### src/rtl/mem_access_stage.sv
`default_nettype none
// ============================================================================
// Module      : mem_access_stage
// Description : MEM-stage data-memory access unit. Takes address, store data
//               and control from EX/MEM, runs a req/ack transaction to data
//               memory, steers byte/half lanes, extends load results, flags
//               misaligned accesses and aborts transactions that never ack.
//
// Ports       : Clk, Rst                 clock / synchronous active-high reset
//               ValidIn, MemReadIn,
//               MemWriteIn, MemSizeIn,
//               MemSignedIn, AddrIn,
//               WriteDataIn              operation from EX/MEM
//               MemReq, MemWe, MemAddr,
//               MemBe, MemWData          request side of the memory bus
//               MemRData, MemAck         response side of the memory bus
//               ReadDataOut              extended load result to MEM/WB
//               Stall                    hold EX/MEM and upstream this cycle
//               MisalignErr, BusErr      one-cycle error pulses
//
// Revision    : 1.0 - initial release
// ============================================================================
module mem_access_stage #(
    parameter int TIMEOUT = 16
) (
    input  logic        Clk,
    input  logic        Rst,
    input  logic        ValidIn,
    input  logic        MemReadIn,
    input  logic        MemWriteIn,
    input  logic [1:0]  MemSizeIn,
    input  logic        MemSignedIn,
    input  logic [31:0] AddrIn,
    input  logic [31:0] WriteDataIn,
    output logic        MemReq,
    output logic        MemWe,
    output logic [31:0] MemAddr,
    output logic [3:0]  MemBe,
    output logic [31:0] MemWData,
    input  logic [31:0] MemRData,
    input  logic        MemAck,
    output logic [31:0] ReadDataOut,
    output logic        Stall,
    output logic        MisalignErr,
    output logic        BusErr
);

    // Counter wide enough to hold TIMEOUT-1 for any TIMEOUT >= 1.
    localparam int              c_CW      = (TIMEOUT > 1) ? $clog2(TIMEOUT) : 1;
    localparam logic [c_CW-1:0] c_TO_LAST = c_CW'(TIMEOUT - 1);

    localparam logic [1:0] c_SZ_WORD = 2'b00;
    localparam logic [1:0] c_SZ_HALF = 2'b01;
    localparam logic [1:0] c_SZ_BYTE = 2'b10;

    typedef enum logic [1:0] {
        ST_IDLE = 2'd0,
        ST_REQ  = 2'd1,
        ST_DONE = 2'd2
    } state_t;

    // ------------------------------------------------------------------
    // State
    // ------------------------------------------------------------------
    state_t          r_state,  w_state_nxt;
    logic            r_req,    w_req_nxt;
    logic            r_we,     w_we_nxt;
    logic [31:0]     r_addr,   w_addr_nxt;
    logic [3:0]      r_be,     w_be_nxt;
    logic [31:0]     r_wdata,  w_wdata_nxt;
    logic [31:0]     r_rdata,  w_rdata_nxt;
    logic            r_mis,    w_mis_nxt;
    logic            r_buserr, w_buserr_nxt;
    logic [c_CW-1:0] r_cnt,    w_cnt_nxt;

    // Shape of the outstanding load, captured at request time so the
    // extraction does not depend on upstream holding its inputs past REQ.
    logic            r_is_load, w_is_load_nxt;
    logic [1:0]      r_size,    w_size_nxt;
    logic            r_signed,  w_signed_nxt;
    logic [1:0]      r_off,     w_off_nxt;

    // ------------------------------------------------------------------
    // Decode of the incoming operation
    // ------------------------------------------------------------------
    logic        w_op;
    logic        w_misalign;
    logic [3:0]  w_be_lane;
    logic [31:0] w_wdata_lane;

    assign w_op = ValidIn & (MemReadIn | MemWriteIn);

    always_comb begin
        w_misalign = 1'b0;
        case (MemSizeIn)
            c_SZ_WORD: w_misalign = (AddrIn[1:0] != 2'b00);
            c_SZ_HALF: w_misalign = AddrIn[0];
            c_SZ_BYTE: w_misalign = 1'b0;
            default:   w_misalign = 1'b1;
        endcase
    end

    // Byte enables apply to loads as well as stores; store data is
    // replicated across lanes so memory can pick whichever lane is enabled.
    always_comb begin
        w_be_lane    = 4'b1111;
        w_wdata_lane = WriteDataIn;
        case (MemSizeIn)
            c_SZ_HALF: begin
                w_be_lane    = AddrIn[1] ? 4'b1100 : 4'b0011;
                w_wdata_lane = {2{WriteDataIn[15:0]}};
            end
            c_SZ_BYTE: begin
                w_be_lane    = 4'b0001 << AddrIn[1:0];
                w_wdata_lane = {4{WriteDataIn[7:0]}};
            end
            default: begin
                w_be_lane    = 4'b1111;
                w_wdata_lane = WriteDataIn;
            end
        endcase
    end

    // ------------------------------------------------------------------
    // Load extraction and extension
    // ------------------------------------------------------------------
    logic [7:0]  w_ld_byte;
    logic [15:0] w_ld_half;
    logic [31:0] w_ld_ext;

    always_comb begin
        w_ld_byte = MemRData[7:0];
        case (r_off)
            2'd0:    w_ld_byte = MemRData[7:0];
            2'd1:    w_ld_byte = MemRData[15:8];
            2'd2:    w_ld_byte = MemRData[23:16];
            default: w_ld_byte = MemRData[31:24];
        endcase
    end

    assign w_ld_half = r_off[1] ? MemRData[31:16] : MemRData[15:0];

    always_comb begin
        w_ld_ext = MemRData;
        case (r_size)
            c_SZ_HALF: w_ld_ext = {{16{r_signed & w_ld_half[15]}}, w_ld_half};
            c_SZ_BYTE: w_ld_ext = {{24{r_signed & w_ld_byte[7]}}, w_ld_byte};
            default:   w_ld_ext = MemRData;
        endcase
    end

    // ------------------------------------------------------------------
    // Next-state logic
    // ------------------------------------------------------------------
    always_comb begin
        w_state_nxt   = r_state;
        w_req_nxt     = r_req;
        w_we_nxt      = r_we;
        w_addr_nxt    = r_addr;
        w_be_nxt      = r_be;
        w_wdata_nxt   = r_wdata;
        w_rdata_nxt   = r_rdata;
        w_mis_nxt     = 1'b0;
        w_buserr_nxt  = 1'b0;
        w_cnt_nxt     = r_cnt;
        w_is_load_nxt = r_is_load;
        w_size_nxt    = r_size;
        w_signed_nxt  = r_signed;
        w_off_nxt     = r_off;

        case (r_state)
            ST_IDLE: begin
                w_req_nxt = 1'b0;
                w_cnt_nxt = '0;
                if (w_op) begin
                    if (w_misalign) begin
                        // Rejected without touching the bus; the pipeline
                        // moves on and the error pulse follows next cycle.
                        w_mis_nxt   = 1'b1;
                        w_rdata_nxt = '0;
                    end else begin
                        w_state_nxt   = ST_REQ;
                        w_req_nxt     = 1'b1;
                        // Store takes priority when both controls are set.
                        w_we_nxt      = MemWriteIn;
                        w_addr_nxt    = {AddrIn[31:2], 2'b00};
                        w_be_nxt      = w_be_lane;
                        w_wdata_nxt   = w_wdata_lane;
                        w_is_load_nxt = ~MemWriteIn;
                        w_size_nxt    = MemSizeIn;
                        w_signed_nxt  = MemSignedIn;
                        w_off_nxt     = AddrIn[1:0];
                    end
                end
            end

            ST_REQ: begin
                if (MemAck) begin
                    w_state_nxt = ST_DONE;
                    w_req_nxt   = 1'b0;
                    w_cnt_nxt   = '0;
                    if (r_is_load) begin
                        w_rdata_nxt = w_ld_ext;
                    end
                end else if (r_cnt == c_TO_LAST) begin
                    // The final allowed REQ cycle passed with no ack.
                    w_state_nxt  = ST_DONE;
                    w_req_nxt    = 1'b0;
                    w_buserr_nxt = 1'b1;
                    w_rdata_nxt  = '0;
                    w_cnt_nxt    = '0;
                end else begin
                    w_cnt_nxt = r_cnt + c_CW'(1);
                end
            end

            ST_DONE: begin
                // Stall is low here so the pipeline advances; the op still
                // visible on the inputs has been serviced and is ignored.
                w_state_nxt = ST_IDLE;
                w_req_nxt   = 1'b0;
                w_cnt_nxt   = '0;
            end

            default: begin
                w_state_nxt = ST_IDLE;
                w_req_nxt   = 1'b0;
                w_cnt_nxt   = '0;
            end
        endcase
    end

    // ------------------------------------------------------------------
    // State register
    // ------------------------------------------------------------------
    always_ff @(posedge Clk) begin
        if (Rst) begin
            r_state   <= ST_IDLE;
            r_req     <= 1'b0;
            r_we      <= 1'b0;
            r_addr    <= '0;
            r_be      <= '0;
            r_wdata   <= '0;
            r_rdata   <= '0;
            r_mis     <= 1'b0;
            r_buserr  <= 1'b0;
            r_cnt     <= '0;
            r_is_load <= 1'b0;
            r_size    <= '0;
            r_signed  <= 1'b0;
            r_off     <= '0;
        end else begin
            r_state   <= w_state_nxt;
            r_req     <= w_req_nxt;
            r_we      <= w_we_nxt;
            r_addr    <= w_addr_nxt;
            r_be      <= w_be_nxt;
            r_wdata   <= w_wdata_nxt;
            r_rdata   <= w_rdata_nxt;
            r_mis     <= w_mis_nxt;
            r_buserr  <= w_buserr_nxt;
            r_cnt     <= w_cnt_nxt;
            r_is_load <= w_is_load_nxt;
            r_size    <= w_size_nxt;
            r_signed  <= w_signed_nxt;
            r_off     <= w_off_nxt;
        end
    end

    // ------------------------------------------------------------------
    // Outputs
    // ------------------------------------------------------------------
    // Stall drops in DONE so MEM/WB captures ReadDataOut at the end of it.
    assign Stall       = w_op & ~w_misalign & (r_state != ST_DONE);

    assign MemReq      = r_req;
    assign MemWe       = r_we;
    assign MemAddr     = r_addr;
    assign MemBe       = r_be;
    assign MemWData    = r_wdata;
    assign ReadDataOut = r_rdata;
    assign MisalignErr = r_mis;
    assign BusErr      = r_buserr;

endmodule
`default_nettype wire

### config.mk
export PLATFORM = sky130hd
export DESIGN_NAME = mem_access_stage
export DESIGN_NICKNAME = d
export VERILOG_FILES = /design/src/rtl/mem_access_stage.sv
export SDC_FILE = /design/constraint.sdc
export NUM_CORES = 1
export LEC_CHECK = 0
export ABC_CLOCK_PERIOD_IN_PS = 4600
export BUFFER_PORTS_ARGS = -buffer_cell sky130_fd_sc_hd__buf_4
export CAP_MARGIN = 10
export CORE_MARGIN = 2
export CORE_UTILIZATION = 51
export CTS_CLUSTER_DIAMETER = 60
export CTS_CLUSTER_SIZE = 28
export DETAILED_ROUTE_END_ITERATION = 10
export GPL_TIMING_DRIVEN = 0
export PLACE_DENSITY = 0.85
export REMOVE_ABC_BUFFERS = 1
export SKIP_CTS_REPAIR_TIMING = 1
export SYNTH_ARGS = -nofsm -noshare
export SYNTH_HDL_FRONTEND = slang
export SYNTH_SLANG_ARGS = --single-unit
export TNS_END_PERCENT = 30
### constraint.sdc
create_clock -name Clk -period 4.6 [get_ports Clk]
set_input_delay 0.69 -clock Clk [delete_from_list [all_inputs] [get_ports Clk]]
set_output_delay 0.69 -clock Clk [all_outputs]
set_load 0.05 [all_outputs]
==> results_dict.tcl, run 1 <==
set metrics [dict create \
    run_status "completed" \
    grt_antenna_before_repair 0 \
    clock_insertion_delay_worst_skew_ps 510 \
    non_filler_cell_area_final_um2 7064 \
    total_leakage_power_uw 0.002975 \
    die_area_um2 10330 \
    ys_top_cells_by_area "dfxtp_1 47%, nand2_1 9.5%, a21oi_1 7.6%" \
    clock_tree_from_tritoncts "yes" \
    yosysSeqAreaShare_pct 46.96 \
    cp_max_fo 13 \
    buf_inv_on_cp 3 \
    chipWidth_um 101.6 \
    synth-main-ff-cell "dfxtp_1" \
    dp.final_hpwl_um 10580 \
    layout_nets 874 \
    grt_pass1_wl_um 23410 \
    post-synth-top-area-fraction_pct 46.96 \
    cp_top_family "compound AO/OA/AOI/OAI gates" \
    vdd_drop_max_mv 0.2156 \
    rows 35 \
    initial_utilization_pct 52.59 \
    post_dp_cell_area_um2 6482 \
    rsz0062_at_grt "no" \
    report.final.hold_viol_count 0 \
    tritoncts.num_buffers 17 \
    antennaDiodeCount 0 \
    io_buffer_count 207 \
    syn2layout_area_growth_pct 45.37 \
    max_clock_freq_mhz 325.8 \
    yosys_register_bits 114 \
    slowest_stage "ha_1" \
    cp-end-kind "primary output" \
    cp-start-kind "input pin" \
    layout-drive-gt1-share_pct 33.55 \
    cts_htree_levels 4 \
    ios 210 \
    synth_edf_count 0 \
    vias 5090 \
    final_weighted_congestion_in_routability_driven_placement 0.8745 \
    drt-initial-drc-count 262 \
    post-route-min-period_ps 3069 \
    ant_nets 0 \
    critPathArrivalTime_ps 2380 \
    final_min_period_over_clock_period_pct 66.72 \
    postRouteWirelength_um 15040 \
    count_of_different_cell_masters_after_synthesis 47 \
    drt_first_pass_iters 5 \
    reg_clk_slew_reported_paths_ps 60 \
    crit_required_ps 3910 \
    worst_slew_margin_relative_to_its_limit_pct 24.37 \
    route.detailed.vias_per_inst 5.631 \
    layout.filler_cells 653 \
    placedCellCount 871 \
    worst-setup-path-type "input pin to primary output" \
    post_synth.cell_area_avg_um2 8.422 \
    grt_max_degree 82 \
    final_instance_count_without_filler_cells 904 \
    worst-slew-pin-transition_ps 1126 \
    synthesis.instances 577 \
    maxSlewViolCount 0 \
    core_region_area_um2 9240 \
    yosysWarningCount 0 \
    crit_chain "buf_4 > inv_1 > ha_1 > nor2_1 > o21ai_0 > a211oi_1 > buf_4" \
    power_per_cell_area_nw_per_um2 398.9 \
    drt-wirelength-per-cell_um 16.64 \
    setup_viol 0 \
    grt_pass1_vias 5015 \
    cts_buffer_depth 2 \
    netlist.top_cell.by_area "dfxtp_1" \
    chipHeight_um 101.6 \
    library_cell_appearing_most_often_on_the_critical_path "buf_4" \
    grt_overflow 0 \
    syn-cell-area_um2 4860 \
    globalRouteTotalUtil_pct 28.81 \
    synthArstFlopShare_pct 0 \
    timing.critical_path.slowest_cell_delay_ps 510 \
    clock-sinks 114 \
    fin_total_pwr_uw 2818 \
    drc_violations 0 \
    maxCapViolCount 0 \
    root_buffer "clkbuf_8" \
    skew_ps 5.943 \
    hold_class "input pin to register" \
]
[report_power, final]
group          switching [uW]  internal (uW)  total [uW]
Sequential               28.8           1030        1060
Combinational             341            193         534
Clock                     479            743        1220
Total                     849           1970        2820
[worst reg2reg max path: cells and delay by family (launching register included)]
family	cells	cell delay [ps]
AOI/OAI and AO/OA	2	950
buffers and inverters	2	800
adders and majority gates	1	780
DFF	1	350
[final timing paths]
check,startpoint,endpoint,slack [ps],cells past startpoint
hold reg to reg,MemWData[28]$_SDFFE_PP0P_,MemWData[28]$_SDFFE_PP0P_,460,2
setup / recovery,MemSizeIn[1],Stall,1530,7
setup reg to reg,r_size[0]$_SDFFE_PP0P_,ReadDataOut[20]$_SDFFE_PP0P_,1640,5
hold / removal,MemWriteIn,r_is_load$_SDFFE_PP0P_,390,2
[sequential cells by signal, indices dropped and copies added, names as in the netlist]
register,flops
BusErr,1
MemAddr,30
MemBe,4
MemReq,1
MemWData,32
MemWe,1
MisalignErr,1
ReadDataOut,32
r_cnt,4
r_is_load,1
r_off,2
r_signed,1
r_size,2
r_state,2
[stage by stage]
step | hold slack [ps] | setup slack, ps | util, % | TNS, ps
final | 387.2 | 1531 | 76.45 | 0
after global routing | 368.6 | 1362 | 76.45 | 0
after CTS | 368.2 | 1539 | 76.15 | 0
after detailed placement | 444.9 | 1375 | 70.16 | 0
after global placement | 427.5 | -1209 | 68.98 | -81130
after floorplan | 417.5 | 471.4 | - | 0
[cell type report]
class	count	area (um^2)	share of cell area, %
Tap cell	129	161.4	2.285
Clock buffer	20	445.4	6.305
Inverter	11	41.29	0.5845
Timing Repair Buffer	212	1672	23.66
Sequential cell	114	2282	32.31
Multi-Input combinational cell	406	2354	33.32
Clock inverter	12	108.9	1.541
[Yosys cell counts (all sizes together), types with 9 or more instances]
cell and count:
dfxtp 114, a211oi 10, inv 10, nor2b 11, a21oi 74, a311oi 9
nor2 38, buf 16, mux2 9, o2bb2ai 17, o21ai 12, nand2 123
nand2b 10, nor3 13, clkbuf 31, o211ai 23
[routing by layer]
layer / up-vias / part of all wire (%) / GRT usage, %
met5: - / 0 / 0
met4: 0 / 2.0 / 10.50
met3: 32 / 11 / 11.80
met2: 221 / 49 / 48.38
met1: 2429 / 38 / 32.95
li1: 2408 / - / -
[layout by cell type (no fill, tap or decap), types with 8 or more instances in the layout]
cell,Yosys,routed
a22oi_1,8,8
mux2_2,9,9
a311oi_1,9,9
o21ai_0,12,12
buf_4,2,207
o211ai_1,23,23
clkbuf_16,0,16
a21oi_1,74,74
nand2b_1,8,8
o2bb2ai_1,17,17
nor3_1,13,13
a211oi_1,10,10
inv_1,10,10
nand2_1,123,123
nor2b_1,11,11
dfxtp_1,114,114
nor2_1,38,38
[logic make-up after synthesis]
kind of cell,count (synthesis),synth area share (%)
other,1,0.07717
multiplexers,11,2.497
AO/OA/AOI/OAI,180,25.21
XOR/XNOR,2,0.3605
adder cells (fa/ha/maj),7,1.802
flip-flops,114,46.96
AND/OR/NAND/NOR,204,18.02
buffers and inverters,58,5.072
Power figures use the tool's default switching activity.
==> run 2: changes to the inputs <==
--- a/config.mk
+++ b/config.mk
@@ -5,16 +5,16 @@
 export SDC_FILE = /design/constraint.sdc
 export NUM_CORES = 1
 export LEC_CHECK = 0
-export ABC_CLOCK_PERIOD_IN_PS = 4600
+export ABC_CLOCK_PERIOD_IN_PS = 3170
 export BUFFER_PORTS_ARGS = -buffer_cell sky130_fd_sc_hd__buf_4
 export CAP_MARGIN = 10
 export CORE_MARGIN = 2
-export CORE_UTILIZATION = 51
+export CORE_UTILIZATION = 48
 export CTS_CLUSTER_DIAMETER = 60
 export CTS_CLUSTER_SIZE = 28
 export DETAILED_ROUTE_END_ITERATION = 10
 export GPL_TIMING_DRIVEN = 0
-export PLACE_DENSITY = 0.85
+export PLACE_DENSITY = 0.81
 export REMOVE_ABC_BUFFERS = 1
 export SKIP_CTS_REPAIR_TIMING = 1
 export SYNTH_ARGS = -nofsm -noshare
==> constraint.sdc (replaced) <==
create_clock -name Clk -period 3.17 [get_ports Clk]
set_input_delay 0.4755 -clock Clk [delete_from_list [all_inputs] [get_ports Clk]]
set_output_delay 0.4755 -clock Clk [all_outputs]
set_load 0.05 [all_outputs]
==> run 2 against run 1 <==
Clock power increased by 33%. Critical path type is now register to register. Cell count up 0.33%. Largest cell class unchanged. First-iteration DRC count shrank 6.5%. Highest routed layer unchanged.
==> results_dict.tcl, run 2 (synthesis results as in run 1) <==
set metrics [dict create \
    critPathArrivalTime_ps 3330 \
    non_filler_cell_area_final_um2 7029 \
    run_status "completed" \
    tritoncts.num_buffers 17 \
    grt_max_degree 82 \
    multiInputGateArea_um2 2354 \
    dp.final_hpwl_um 10250 \
    drt_first_pass_iters 5 \
    clock-sinks 114 \
    grt_overflow 0 \
    globalRouteTotalUtil_pct 25.82 \
    vias 4969 \
    setup_viol 0 \
    power_frac_seq_pct 39.2 \
    worst-slew-pin-transition_ps 1042 \
    ant_nets 0 \
    post_dp_cell_area_um2 6499 \
    clock_insertion_delay_worst_skew_ps 520 \
    layout_common_cells "207 x buf_4, 123 x nand2_1, 114 x dfxtp_1, 74 x a21oi_1, 38 x nor2_1" \
    p_sw_share_pct 29.22 \
    skew_ps 5.966 \
    io_buffer_count 207 \
    drc_violations 0 \
    chipWidth_um 104.6 \
    clock_tree_from_tritoncts "yes" \
    grt_antenna_before_repair 0 \
    rsz0062_at_grt "no" \
    cp_max_fo 25 \
    layout.filler_cells 729 \
    grt_pass1_vias 4656 \
    cp-start-kind "register" \
    report.final.hold_viol_count 0 \
    root_buffer "clkbuf_8" \
    reg_clk_slew_reported_paths_ps 50 \
    syn2layout_area_growth_pct 44.64 \
    cp-end-kind "register" \
    final_min_period_over_clock_period_pct 91.29 \
    setup_total_negative_slack_ps 0 \
    die_area_um2 10950 \
    cts_htree_levels 4 \
    post-route-min-period_ps 2894 \
    core_region_area_um2 9819 \
    power_per_cell_area_nw_per_um2 560.0 \
    final_common_cell "buf_4" \
    hold_class "input pin to register" \
    antennaDiodeCount 0 \
    chipHeight_um 104.6 \
    power.share.clock_pct 41.1 \
    layout-drive-gt1-share_pct 33.07 \
    postRouteWirelength_um 14620 \
    vdd_drop_max_mv 0.3536 \
    total_leakage_power_uw 0.002972 \
    maxCapViolCount 0 \
    crit_required_ps 3610 \
    worst_slew_margin_relative_to_its_limit_pct 29.97 \
    final_weighted_congestion_in_routability_driven_placement 0.8469 \
    layout_nets 875 \
    rows 36 \
    maxSlewViolCount 0 \
    p_sw_uw 1150 \
    sequential_cell_area_um2 2282 \
    max_clock_freq_mhz 345.6 \
    route.detailed.vias_per_inst 5.479 \
    drt-wirelength-per-cell_um 16.12 \
    worst-setup-path-type "register to register" \
    ios 210 \
    p_int_uw 2786 \
    cts_buffer_depth 2 \
    initial_utilization_pct 49.49 \
    p_comb_share_pct 19.7 \
    drt-initial-drc-count 245 \
    grt_pass1_wl_um 22780 \
]
run 2: cell types whose count changed in the layout (fill, tap and decap cells not counted):
cell / change
clkinvlp_4: -4
clkbuf_1: +3
clkinv_2: +2
clkinv_4: -2
buf_6: +1
bufinv_16: -1
clkbuf_8: +1
inv_6: -1
run 2: stage by stage:
| stage | utilization, % | instances | total power [uW] | setup WS (ps) | hold WS (ps) |
|---|---|---|---|---|---|
| 6_report | 71.59 | 907 | 3936 | 276.1 | 167.6 |
| 5_1_grt | 71.59 | 907 | 4079 | 44.64 | 155.3 |
| 4_1_cts | 71.30 | 906 | 3942 | 263.9 | 154.4 |
| 3_5_place_dp | 66.18 | 876 | 2335 | 279.9 | 447.9 |
| 3_3_place_gp | 64.96 | 871 | 2293 | -2492 | 429.8 |
| 2_1_floorplan | - | 531 | 2009 | -744.1 | 417.5 |
run 2: worst max-delay path, cell delays in order, from the launching register on:
cell and delay [ps]:
dfxtp_1 350, inv_1 50, ha_1 760, clkinv_1 720, a221o_2 730, o2bb2ai_1 190
run 2: routing by layer:
layer / vias up / GRT usage, % / wire (um)
li1: 2405 / - / -
met1: 2332 / 29.72 / 5830
met2: 213 / 43.42 / 7186
met3: 19 / 11.04 / 1357
met4: 0 / 8.095 / 249
met5: - / 0 / 0
run 2: worst paths after layout:
kind                                  endpoint                    from  slack [ps]  cells past startpoint
setup reg to reg  ReadDataOut[26]$_SDFFE_PP0P_  r_size[0]$_SDFFE_PP0P_         280                      5
hold reg to reg            r_cnt[0]$_SDFF_PP0_     r_cnt[0]$_SDFF_PP0_         450                      1
setup / recovery  ReadDataOut[26]$_SDFFE_PP0P_  r_size[0]$_SDFFE_PP0P_         280                      5
hold / removal          r_is_load$_SDFFE_PP0P_              MemWriteIn         170                      2
run 2: final cells by class:
type,count,share of cell area [%]
clock buffers,24,6.693
flip-flops and latches,114,32.47
repair buffers,213,23.94
multi-input cells,406,33.48
inverters,11,0.5874
clock inverters,6,0.4628
well taps,133,2.367
run 2: power groups by stage:
| stage | combinational, uW | sequential, uW | clock (uW) |
|---|---|---|---|
| final | 777 | 1540 | 1620 |
| after CTS | 768 | 1540 | 1630 |
| after global placement | 728 | 1560 | 0 |
| after detailed placement | 767 | 1570 | 0 |
| after floorplan | 248 | 1760 | 0 |
| after global routing | 831 | 1550 | 1700 |
==> run 3: changes to the inputs <==
--- a/config.mk
+++ b/config.mk
@@ -8,13 +8,13 @@
 export ABC_CLOCK_PERIOD_IN_PS = 3170
 export BUFFER_PORTS_ARGS = -buffer_cell sky130_fd_sc_hd__buf_4
 export CAP_MARGIN = 10
-export CORE_MARGIN = 2
 export CORE_UTILIZATION = 48
 export CTS_CLUSTER_DIAMETER = 60
 export CTS_CLUSTER_SIZE = 28
 export DETAILED_ROUTE_END_ITERATION = 10
 export GPL_TIMING_DRIVEN = 0
 export PLACE_DENSITY = 0.81
+export RECOVER_POWER = 50
 export REMOVE_ABC_BUFFERS = 1
 export SKIP_CTS_REPAIR_TIMING = 1
 export SYNTH_ARGS = -nofsm -noshare
==> run 3 against run 2 <==
Non-clock buffer count is 2 lower. Via count increased by 1.3%. Highest routed layer unchanged. Die area down 3.8%. Critical path type unchanged. Sequential share of layout area rose by 1.5 points. Combinational power fell by 7.3%. Cell count shrank 0.11%. Clock-buffer cell count is 2 lower. Flip-flop and latch count unchanged.
==> results_dict.tcl, run 3 (synthesis results as in run 1) <==
set metrics [dict create \
    run_status "completed" \
    worst_slew_margin_relative_to_its_limit_pct 28.93 \
    power_per_cell_area_nw_per_um2 634.4 \
    layout_common_cells "123 x nand2_1, 114 x dfxtp_1, 105 x buf_4, 103 x clkbuf_1, 74 x a21oi_1" \
    maxCapViolCount 0 \
    worstHoldStart "MemWriteIn" \
    layout-drive-gt1-share_pct 20.05 \
    grt_overflow 0 \
    post-route-min-period_ps 2866 \
    drt-wirelength-per-cell_um 16.53 \
    rsz0062_at_grt "no" \
    pre_cts_ws_ps 186.7 \
    worst_r2r_startpoint "r_size[0]$_SDFFE_PP0P_" \
    grt_pass1_vias 4747 \
    clock_insertion_delay_worst_skew_ps 500 \
    crit_chain "inv_1 > ha_1 > clkinv_1 > a221o_2 > o2bb2ai_1" \
    total_leakage_power_uw 0.002558 \
    die_area_um2 10530 \
    hold_path_end "r_is_load$_SDFFE_PP0P_" \
    ff2ff_path_depth 5 \
    root_buffer "clkbuf_8" \
    vdd_drop_max_mv 0.4056 \
    critPathArrivalTime_ps 3300 \
    grt_pass1_wl_um 22690 \
    clock-sinks 114 \
    route.detailed.vias_per_inst 5.554 \
    worst-slew-pin-transition_ps 1058 \
    core_region_area_um2 9774 \
    setup_viol 0 \
    cp-end-kind "register" \
    antennaDiodeCount 0 \
    hold_class "input pin to register" \
    drc_violations 0 \
    io_buffer_count 207 \
    reg_clk_slew_reported_paths_ps 60 \
    dp.final_hpwl_um 10430 \
    rr_endpoint "ReadDataOut[16]$_SDFFE_PP0P_" \
    syn2layout_area_growth_pct 38.18 \
    worstHoldPathCells 2 \
    report.final.hold_viol_count 0 \
    drt-initial-drc-count 210 \
    initial_utilization_pct 49.72 \
    tritoncts.num_buffers 17 \
    maxSlewViolCount 0 \
    final_weighted_congestion_in_routability_driven_placement 0.8010 \
    vias 5032 \
    cts_buffer_depth 2 \
    clock_tree_from_tritoncts "yes" \
    grt_antenna_before_repair 0 \
    postRouteWirelength_um 14980 \
    worst-setup-path-type "register to register" \
    final_critical_path_setup_slack_ps 303.9 \
    cp_max_fo 25 \
    drt_first_pass_iters 4 \
    final_common_cell "nand2_1" \
    skew_ps 8.707 \
    ant_nets 0 \
    globalRouteTotalUtil_pct 27.85 \
    fin_total_pwr_uw 4260 \
    final_min_period_over_clock_period_pct 90.41 \
    rows 36 \
    chipWidth_um 102.6 \
    cts_htree_levels 4 \
    timing.critical_path.slowest_cell_delay_ps 780 \
    ios 210 \
    chipHeight_um 102.6 \
    slowest_stage "ha_1" \
    crit_required_ps 3600 \
    cp-start-kind "register" \
    ff2ff_setup_slack_ps 300 \
    max_clock_freq_mhz 348.9 \
    setup_total_negative_slack_ps 0 \
    final_core_util_pct 68.70 \
    layout_nets 873 \
    grt_max_degree 82 \
]
run 3: stage by stage:
step	std cells	cell area (um^2)	hold WS (ps)
after floorplan	531	4658	417.5
after global placement	871	6379	426.0
after detailed placement	874	6452	446.2
after CTS	905	7078	151.7
after global routing	906	6715	150.6
final	906	6715	171.5
run 3: worst max-delay path by stage:
stage / depth (start not counted) / slack [ps] / to / startpoint
CTS: 5 / 330 / ReadDataOut[16]$_SDFFE_PP0P_ / r_size[0]$_SDFFE_PP0P_
finish: 5 / 300 / ReadDataOut[16]$_SDFFE_PP0P_ / r_size[0]$_SDFFE_PP0P_
detailed placement: 8 / 190 / ReadDataOut[5]$_SDFFE_PP0P_ / MemSizeIn[1]
floorplan: 6 / -740 / MemAddr[10]$_SDFFE_PP0P_ / MemSizeIn[1]
global route: 5 / 40 / ReadDataOut[16]$_SDFFE_PP0P_ / r_size[0]$_SDFFE_PP0P_
global placement: 7 / -2530 / MemBe[1]$_SDFFE_PP0P_ / MemSizeIn[1]
run 3: metal layers:
metal | global-route usage (%) | vias to the layer above | wire, um
li1 | - | 2402 | -
met1 | 31.59 | 2365 | 5798
met5 | 0 | - | 0
met2 | 47.44 | 236 | 7461
met4 | 12.42 | 0 | 338
met3 | 9.424 | 29 | 1380
run 3: worst max-delay path: cells and delay by family (launching register included):
family	cells	cell delay [ps]
adder cells (fa/ha/maj)	1	780
buffers and inverters	2	740
AO/OA/AOI/OAI	2	910
flip-flops	1	350
run 3: layout make-up:
| type | count | area [um^2] |
|---|---|---|
| tap | 133 | 166.4 |
| multi-input combinational | 406 | 2346 |
| fill | 854 | 3059 |
| inverter | 11 | 41.29 |
| clock inverter | 9 | 152.6 |
| sequential | 114 | 2282 |
| clock buffer | 22 | 473.0 |
| timing repair buffer | 211 | 1254 |
run 3: power by group:
group          switching, uW  total [uW]  internal, uW
sequential              40.9        1540          1500
combinational            495         720           225
clock                    648        2000          1350
